==> src/rtl/disp_pkg.sv <==
// disp_pkg: shared segment type and special digit codes for the display scan controller
package disp_pkg;

    typedef logic [6:0] seg_t;

    localparam int   NUM_DASH  = 11;
    localparam int   NUM_BLANK = 12;
    localparam seg_t SEG_OFF   = 7'h7F;
    localparam seg_t SEG_DASH  = 7'h3F;

endpackage

==> src/rtl/seg7_decode.sv <==
// seg7_decode: digit code to active-low {g,f,e,d,c,b,a} segment pattern
module seg7_decode
    import disp_pkg::*;
(
    input  logic [10:0] num,
    output seg_t        seg
);

    // 0..9 map to the usual glyphs, 11 is a dash, every other code is blank
    always_comb begin
        seg = SEG_OFF;
        case (num)
            11'd0:           seg = 7'b1000000;
            11'd1:           seg = 7'b1111001;
            11'd2:           seg = 7'b0100100;
            11'd3:           seg = 7'b0110000;
            11'd4:           seg = 7'b0011001;
            11'd5:           seg = 7'b0010010;
            11'd6:           seg = 7'b0000010;
            11'd7:           seg = 7'b1111000;
            11'd8:           seg = 7'b0000000;
            11'd9:           seg = 7'b0010000;
            11'(NUM_DASH):   seg = SEG_DASH;
            default:         seg = SEG_OFF;
        endcase
    end

endmodule

==> src/rtl/display_scan_ctrl.sv <==
// display_scan_ctrl: 8-digit 7-segment scan sequencer with inter-digit blanking; optional blinking under DISP_BLINK_EN
module display_scan_ctrl
    import disp_pkg::*;
#(
    parameter int CLK_HZ       = 100_000_000,
    parameter int SCAN_HZ      = 1000,
    parameter int BLANK_CYC    = 16,
    parameter int DIGITS       = 8,
    parameter int BLINK_FRAMES = 62
) (
    input  logic        clk,
    input  logic        rst_n,
    input  logic        en,
    input  logic [10:0] num,
    input  logic        dot,
    input  logic [7:0]  blink_mask,
    output logic [2:0]  light,
    output logic [7:0]  an,
    output logic [6:0]  seg,
    output logic        dp,
    output logic        frame_done
);

    localparam int DIV = CLK_HZ / SCAN_HZ;
    localparam int PW  = DIV > 1 ? $clog2(DIV) : 1;

    logic [PW-1:0] pcnt_q, pcnt_d;
    logic [2:0]    light_q, light_d;
    logic [7:0]    an_q, an_d;
    seg_t          seg_q, seg_d, dec;
    logic          dp_q, dp_d;
    logic          fd_q, fd_d;
    logic          slot_end, wrap, sample, suppress;

    assign slot_end = pcnt_q == PW'(DIV - 1);
    assign wrap     = en && slot_end && light_q == 3'(DIGITS - 1);
    assign sample   = en && pcnt_q == PW'(BLANK_CYC - 1);

    seg7_decode u_dec (
        .num (num),
        .seg (dec)
    );

`ifdef DISP_BLINK_EN
    localparam int FW = BLINK_FRAMES > 1 ? $clog2(BLINK_FRAMES) : 1;

    logic [FW-1:0] fcnt_q, fcnt_d;
    logic          phase_q, phase_d;
    logic          half_end;

    assign half_end = wrap && fcnt_q == FW'(BLINK_FRAMES - 1);

    // frame counter advances on each wrap; phase flips every BLINK_FRAMES frames, both clear while disabled
    always_comb begin
        fcnt_d  = !en ? '0 : half_end ? '0 : wrap ? fcnt_q + 1'b1 : fcnt_q;
        phase_d = en && (phase_q ^ half_end);
    end

    // next-state values drive the suppression so it lines up with the registered anodes
    assign suppress = phase_d && blink_mask[light_d];

    // blink state registers
    always_ff @(posedge clk or negedge rst_n) begin
        if (!rst_n) begin
            fcnt_q  <= '0;
            phase_q <= 1'b0;
        end else begin
            fcnt_q  <= fcnt_d;
            phase_q <= phase_d;
        end
    end
`else
    logic blink_unused;
    localparam int blink_frames_unused = BLINK_FRAMES;

    assign blink_unused = ^blink_mask;
    assign suppress     = 1'b0;
`endif

    // prescaler, digit counter, anode blanking and segment sampling; anodes follow the next pcnt so they align with it
    always_comb begin
        pcnt_d  = (!en || slot_end) ? '0 : pcnt_q + 1'b1;
        light_d = !en ? '0 : !slot_end ? light_q : light_q == 3'(DIGITS - 1) ? '0 : light_q + 3'd1;
        an_d    = (!en || pcnt_d < PW'(BLANK_CYC) || suppress) ? 8'hFF : ~(8'd1 << light_d);
        seg_d   = sample ? dec : seg_q;
        dp_d    = sample ? dot : dp_q;
        fd_d    = wrap;
    end

    // all outputs are registered
    always_ff @(posedge clk or negedge rst_n) begin
        if (!rst_n) begin
            pcnt_q  <= '0;
            light_q <= '0;
            an_q    <= 8'hFF;
            seg_q   <= SEG_OFF;
            dp_q    <= 1'b1;
            fd_q    <= 1'b0;
        end else begin
            pcnt_q  <= pcnt_d;
            light_q <= light_d;
            an_q    <= an_d;
            seg_q   <= seg_d;
            dp_q    <= dp_d;
            fd_q    <= fd_d;
        end
    end

    assign light      = light_q;
    assign an         = an_q;
    assign seg        = seg_q;
    assign dp         = dp_q;
    assign frame_done = fd_q;

endmodule

==> config.mk <==
export PLATFORM = sky130hd
export DESIGN_NAME = display_scan_ctrl
export DESIGN_NICKNAME = d
export VERILOG_FILES = /design/src/rtl/disp_pkg.sv /design/src/rtl/seg7_decode.sv /design/src/rtl/display_scan_ctrl.sv
export SDC_FILE = /design/constraint.sdc
export NUM_CORES = 1
export LEC_CHECK = 0
export BUFFER_PORTS_ARGS = -buffer_cell sky130_fd_sc_hd__buf_2
export CAP_MARGIN = 20
export CORE_MARGIN = 1
export CORE_UTILIZATION = 30
export DETAILED_ROUTE_END_ITERATION = 8
export PLACE_DENSITY_LB_ADDON = 0.12
export SYNTH_ARGS = -nofsm -noshare
export SYNTH_HDL_FRONTEND = slang
export SYNTH_SLANG_ARGS = --single-unit
==> constraint.sdc <==
create_clock -name clk -period 4.45 [get_ports clk]
set_clock_uncertainty 0.15 [all_clocks]
set_input_delay 0.2225 -clock clk [delete_from_list [all_inputs] [get_ports clk]]
set_output_delay 0.2225 -clock clk [all_outputs]
set_load 0.02 [all_outputs]
[Yosys cells after proc, flatten, opt, wreduce, memory -nomap -nowiden]
Memory sizes are Yosys's and may differ from the RTL's.
Cells that the tools add are included.
Operators by class
  eq/ne operators: 3
  shifts and indexed selects: 1
  multiplexer cells: 6
  add/sub/neg operators: 2
  $lt $le $gt $ge: 1
  reduce and logical (&&, ||, !) cells: 7
  bitwise operators: 1
Operators by type and width (count)
  adder 17 x 1 -> 17 bit, second input constant: 1
  equality test 17 bit, second input constant: 1
  equality test 17 x 4 -> 1 bit, second input constant: 1
  < comparator 17 x 5 -> 1 bit, second input constant: 1
  2-to-1 mux 17 bit: 1
  2-to-1 mux 3 bit: 3
  2-to-1 mux 8 bit: 1
  inverter 8 bit: 1
  left shift 1 x 3 -> 8 bit, first input constant: 1
  zero test 7 bit: 1
  2-to-1 mux 7 bit: 1
  adder 3 x 1 -> 3 bit, second input constant: 1
  equality test 3 bit, second input constant: 1
  logical AND 1 bit: 3
  logical OR 1 bit: 2
  zero test 1 bit: 1
Word-level totals
  input port bits: 23
  bits in registers: 37
  memory bits (read-only): 112
  memories: 1
  logic and storage cells: 28
Memory list
  (name not given): words 16, width 7, read ports 1, clocked after memory_dff 0, write ports 0, line seg7_decode.sv:12  | case (num)

[Depth between registers and ports, before layout]
Gate-level depths: netlist (run 1).
  depth in word-level cells: 7
  gate-level depth with buffers: 8
  depth with buffers taken out: 7

[Modules after synthesis]
A second synthesis (run 1) with hierarchy kept.
Second synthesis, totals
  cells, all modules: 219
  area total of the unflattened synthesis: 2163.3 µm²
Modules (own cells, without submodules)
  display_scan_ctrl: area an instance 1914.3 µm², instances 1, cells an instance 182, sequential area each 945.9 µm²
  seg7_decode: area an instance 249.0 µm², instances 1, cells an instance 37, sequential area each 0.0 µm²

[Least setup slack after synthesis (run 1)]
Ideal clock, no wire load.
  kind: register -> register
  start point: register pcnt_q[0]
  end point: register an_q[4], in the netlist an[4]
  data arrival time: 2215 ps
  stages on the path, launching flop included: 9
  library setup time: 67 ps
  buffers on the path: 1
  slack: 2018 ps
  cells stage by stage: dfrtp_1 > ha_1 > nand3_2 > or4_1 > a22oi_1 > nand4_1 > or4_1 > buf_2 > nand4_1
On the way
  word-level cells in the longest chain between the ends: 6
Ends and longest elaborated chain
  start: declaration: line display_scan_ctrl.sv:27  | logic [PW-1:0] pcnt_q, pcnt_d;
  start signal: assignment: line display_scan_ctrl.sv:100  | pcnt_q <= pcnt_d;
  parallel branches: the longest is 5 deep, another holds adder 17 x 1 -> 17 bit
  2-to-1 mux 8 bit (*): line display_scan_ctrl.sv:84  | an_d = (!en || pcnt_d < PW'(BLANK_CYC) || suppress) ? 8'hFF : ~(8'd1 << light_d);
  net an_d[4]: line display_scan_ctrl.sv:29  | logic [7:0] an_q, an_d;
  end signal: assignment: line display_scan_ctrl.sv:102  | an_q <= an_d;
  end: declaration: line display_scan_ctrl.sv:29
Mark *: on every way through the listed nets, which the timed path passes.
A chain may end at the register's enable or synchronous reset.

[Worst setup path after layout (run 1)]
  start point: register pcnt_q[0]
  end point: register an_q[1], in the netlist an[1]
The elaborated chain is that of the path after synthesis.

==> results.toml, run 1 <==
[run_status]
status = "complete, no violations"

[logic_synthesis]
yosys.area.top_type = "dfrtp_1"
synth_warnings = 0
synth_seq_cells = 37
synth_async_sr_flop_share = 1.000
netlist_area_um2 = 1976
synth_area_leaders = "dfrtp_1 (27%), dfstp_2 (21%), nor2_1 (7.2%)"
synth_cell_types = 34
synth_nets = 247
synth-edff-count = 0
ys_seq_area_frac = 0.4788
synthCells = 215
syn_area_per_cell_um2 = 9.189
synth_commonest_cells = "nor2_1 (38), dfrtp_1 (21), dfstp_2 (16)"
post-synth-top-area-fraction = 0.2660
synth.most_common_cell = "nor2_1"
ys.flop_type = "dfrtp_1"

[critical_path]
end_kind = "flip-flop"
criticalPathCategory = "flip-flop to flip-flop"
crit_required_ns = 4.52
start_kind = "flip-flop"
cp_data_arrival_time_ns = 2.84
crit_fanout = 8

[pwr]
pwr-share-comb = 0.051
peakVddDrop_v = 0.0001311
seq_power_share = 0.513
clkPwrFrac = 0.436
power_uw = 666.6
intPower_uw = 517.5
leakage_nw = 1.023
p_sw_frac = 0.2236
powerDensity_nw_per_um2 = 288.3
power.switching_uw = 149.1

[sta]
setup_tns_ns = 0
worst_slew_pin_slew_ns = 0.8113
rsz0062_at_grt = "false"
maxSlewViolCount = 0
finalHoldViolCount = 0
fin_crit_sh = 0.6217
setup_viol = 0
fin_crit_ns = 2.767
slew_headroom = 0.4591
fmax_mhz = 361.4

[clock_tree]
clk_latency_ns = 0.29
root_buffer = "clkbuf_8"
cts.sinks = 37
cts.path.max_buffers = 2
htree_levels = 2
clk_pin_slew_ns = 0.07
cts_tree = "done"
cts_buffers = 5
cts_setup_buffers = 0
ctsResizeCount = 0

[finish]
fill_cells = 645
drive_gt1_frac = 0.2398
regArea_um2 = 945.9
design_area_um2 = 2312
multi_input_area_um2 = 959.7
num_antenna_cells = 0
nNetsFinal = 277
syn_to_final_growth_pct = 17.04

[global_route]
grt_use_total = 0.1273
grt_util_met2 = 0.2004
grt-ovfl-total = 0
grtUsageMet1 = 0.1697
grt_pass1_wl_um = 7141
grt_pass1_vias = 1525
grt_max_degree = 38
grt_busiest_layer = "met2"
antenna_found_initial = 0
met3_usage = 0.03380

[placed_design]
gp_congestion = 0.8430
io_buffers = 34
placed_area_um2 = 2195
hpwlAfterDp_um = 2860

[die]
design.die.area_um2 = 6914
ioPinCount = 43
rows = 29
start_util = 0.3111
die_h_um = 83.15
core_region_area_um2 = 6350
die_w_um = 83.15

[hold_path]
worstHoldPathType = "input port to flip-flop"

[routing]
viasPerCell = 4.944
vias = 1597
ant_nets = 0
first_pass_iters = 4
drc = 0
dr.first_iter.drc_count = 53
drt-wirelength-per-cell_um = 12.50
wirelength_um = 4038

[run]
cap_violations = 0
cell families after synthesis:
group,count (synthesis),share of synthesized area
and+or+nand+nor,102,0.2476
DFF,37,0.4788
AOI/OAI and AO/OA,29,0.09057
xor gates and xnor gates,18,0.07980
buffers and inverters,18,0.03547
adders and majority gates,9,0.05700
muxes,2,0.01077
timing repair:
action / CTS / global route
hold buffers: 1 / 0
endpoints found under the setup margin: 0 / 0
hold endpoints to repair: 21 / 0
per-stage QoR:
step	hold WS, ns	instances	setup slack (ns)	util
floorplan	-0.2231	215	2.018	-
global placement	0.2197	314	1.672	0.3456
detailed placement	0.2154	314	1.693	0.3456
CTS	0.005366	323	1.689	0.3641
global route	0.008100	323	1.467	0.3641
finish	0.01851	323	1.683	0.3641
flip-flops by register name, summed over array words and instances (netlist names):
register,count
an,8
dp,1
frame_done,1
light,3
pcnt_q,17
seg,7
cell type report:
cell class,count,area share
Clock buffer,6,0.03139
Clock inverter,2,0.01515
Inverter,6,0.009740
Multi-Input combinational cell,160,0.4150
Sequential cell,37,0.4091
Tap cell,77,0.04167
Timing Repair Buffer,35,0.07792
final timing paths:
path / from / end / slack, ns / cells past startpoint
min in group asynchronous: rst_n / light[2] / 0.41 / 2
min: dot / dp / 0.02 / 2
min reg2reg: seg[4] / seg[4] / 0.35 / 2
max: pcnt_q[0] / an[1] / 1.68 / 7
max in group asynchronous: rst_n / pcnt_q[2] / 3.22 / 2
max reg2reg: pcnt_q[0] / an[1] / 1.68 / 7
power groups by stage:
stage          combinational (mW)  clock [mW]  sequential, mW
3_5_place_dp               0.0344           0           0.348
2_1_floorplan              0.0168           0           0.347
6_report                   0.0341       0.290           0.342
4_1_cts                    0.0351       0.301           0.342
3_3_place_gp               0.0345           0           0.348
5_1_grt                    0.0402       0.314           0.342
worst max-delay path, cell delays in order (launching register included):
cell and delay (ns):
dfrtp_1 0.42, ha_1 0.30, nand3_2 0.16, or4_1 0.53, a22oi_1 0.17, nand4_1 0.13
or4_1 0.70, nand3_1 0.16
per-layer routing:
metal,share of wire,vias to the layer above
met5,0,-
met4,0.011,0
met3,0.050,5
met2,0.45,38
met1,0.49,754
li1,-,800
placed cells by master (no fill, tap or decap), types with 4 or more instances in the layout:
master,instances
xnor2_1,13
nor4_1,5
nand2_1,15
nand3_1,13
or4_1,4
o21ai_0,6
nor2_1,38
nor3_1,7
dfstp_2,16
ha_1,9
xor2_1,5
and3_1,5
buf_2,34
a21oi_1,10
inv_1,6
nand4_1,8
clkbuf_8,5
dfrtp_1,21
Power figures use the tool's default switching activity.
==> run 2, diff against run 1 <==
clock period = 2.3 ns   (was 4.45 ns; I/O delays follow)
==> run 2 against run 1 <==
Compared with the run above: the flow now finishes with violations (setup timing); clock-buffer cell count unchanged; flip-flop and latch count unchanged; global-route usage up 1.2 points; die area unchanged; clock power up 110%; core utilization up 6.6 points; critical endpoint is now an[4]; critical path type unchanged; hold slack better by 0.0099 ns; routed wire length up 13%; via count up 11%; critical path depth unchanged; first-iteration DRC count down 21%.
==> results.toml, run 2 (synthesis gave the netlist of run 1 again) <==
[run_status]
status = "finished, violations left"
violations = "setup timing"

[die]
die_w_um = 83.15
ioPinCount = 43
start_util = 0.3111
design.die.area_um2 = 6914
die_h_um = 83.15
core_region_area_um2 = 6350
rows = 29

[global_route]
grt_max_degree = 38
grt_pass1_wl_um = 7728
grt_pass1_vias = 1746
grt_use_total = 0.1392
grt-ovfl-total = 0
antenna_found_initial = 0

[finish]
syn_to_final_growth_pct = 38.19
regArea_um2 = 949.7
utilization = 0.4300
largest_register_ffs = 17
num_antenna_cells = 0
layout_commonest_cell = "buf_4"
final_cell_mix = "buf_4 (43), nor2_1 (38), buf_2 (34), dfrtp_1 (18), dfstp_2 (16)"
regMostFlops = "pcnt_q"
nNetsFinal = 322
design_area_um2 = 2730
drive_gt1_frac = 0.3952
fill_cells = 634
multi_input_area_um2 = 1018

[routing]
first_pass_iters = 4
dr.first_iter.drc_count = 42
vias = 1770
wirelength_um = 4544
drt-wirelength-per-cell_um = 12.35
ant_nets = 0
drc = 0
viasPerCell = 4.810

[clock_tree]
cts_tree = "done"
cts.path.max_buffers = 2
cts.sinks = 37
cts_setup_buffers = 0
cts_buffers = 5
root_buffer = "clkbuf_8"
clk_latency_ns = 0.29
clk_pin_slew_ns = 0.08
htree_levels = 2

[placed_design]
placed_area_um2 = 2530
io_buffers = 34
gp_congestion = 0.7638
hpwlAfterDp_um = 3287
pre_cts_ws_ns = -0.07684

[run]
cap_violations = 0

[pwr]
leakage_nw = 1.242
peakVddDrop_v = 0.0003391
powerDensity_nw_per_um2 = 493.2
power_mw = 1.347

[sta]
fmax_mhz = 431.4
worst_slew_pin_slew_ns = 0.8152
finalWorstSetupSlack_ns = -0.01790
fin_crit_sh = 1.008
fin_crit_ns = 2.318
finalHoldViolCount = 0
rsz0062_at_grt = "true"
slew_headroom = 0.4565
setup_viol = 2
maxSlewViolCount = 0

[critical_path]
end_kind = "flip-flop"
cp_data_arrival_time_ns = 2.40
crit_required_ns = 2.38
crit_fanout = 8
start_kind = "flip-flop"
criticalPathCategory = "flip-flop to flip-flop"

[hold_path]
worstHoldPathType = "input port to flip-flop"
## run 2: per-layer routing
layer,global-route usage,vias to the layer above,share of wire
li1,-,898,-
met1,0.1748,822,0.47
met2,0.2340,41,0.48
met3,0.03082,9,0.036
met4,0.05172,0,0.015
met5,0,-,0
## run 2: worst paths after layout
check / startpoint / to / slack, ns / cells after the start
worst max-delay path: pcnt_q[0] / an[4] / -0.02 / 7
worst min register to register: seg[4] / seg[4] / 0.35 / 2
min in group asynchronous: rst_n / pcnt_q[2] / 0.30 / 2
worst max register to register: pcnt_q[0] / an[4] / -0.02 / 7
worst min-delay path: num[2] / seg[1] / 0.03 / 3
max in group asynchronous: rst_n / pcnt_q[4] / 1.14 / 2
## run 2: critical path, stage by stage (launching register included)
cell and delay, ns:
dfrtp_1 0.43, ha_4 0.18, nand3_4 0.06, or4_4 0.52, a22oi_2 0.16, nand4_1 0.11
or4_4 0.51, nand4_1 0.13
## run 2: stage by stage
stage | hold slack [ns] | setup TNS (ns) | instances
final | 0.02841 | -0.02730 | 368
after global placement | 0.1181 | -0.1786 | 357
after floorplan | -0.3306 | 0 | 215
after CTS | 0.01634 | 0 | 368
after detailed placement | 0.1195 | -0.4235 | 357
after global routing | 0.06546 | -0.7301 | 368
## run 2: cell type report
type / instances / area share
inverter: 6 / 0.008249
tap: 77 / 0.03529
sequential: 37 / 0.3478
clock buffer: 6 / 0.03025
timing repair buffer: 80 / 0.1916
clock inverter: 2 / 0.01375
multi-input combinational: 160 / 0.3731
## run 2: report_power, final
group / switching (mW) / total (mW) / internal [mW]
registers: 0.00504 / 0.661 / 0.656
clock network: 0.248 / 0.600 / 0.353
logic: 0.0493 / 0.0850 / 0.0357
## run 2: repair_timing
action	in CTS	in global routing
pin swaps	0	1
hold buffers	3	0
cloned	0	0
setup endpoints to repair	9	12
gates resized for setup	2	11
endpoints found under the hold margin	23	0
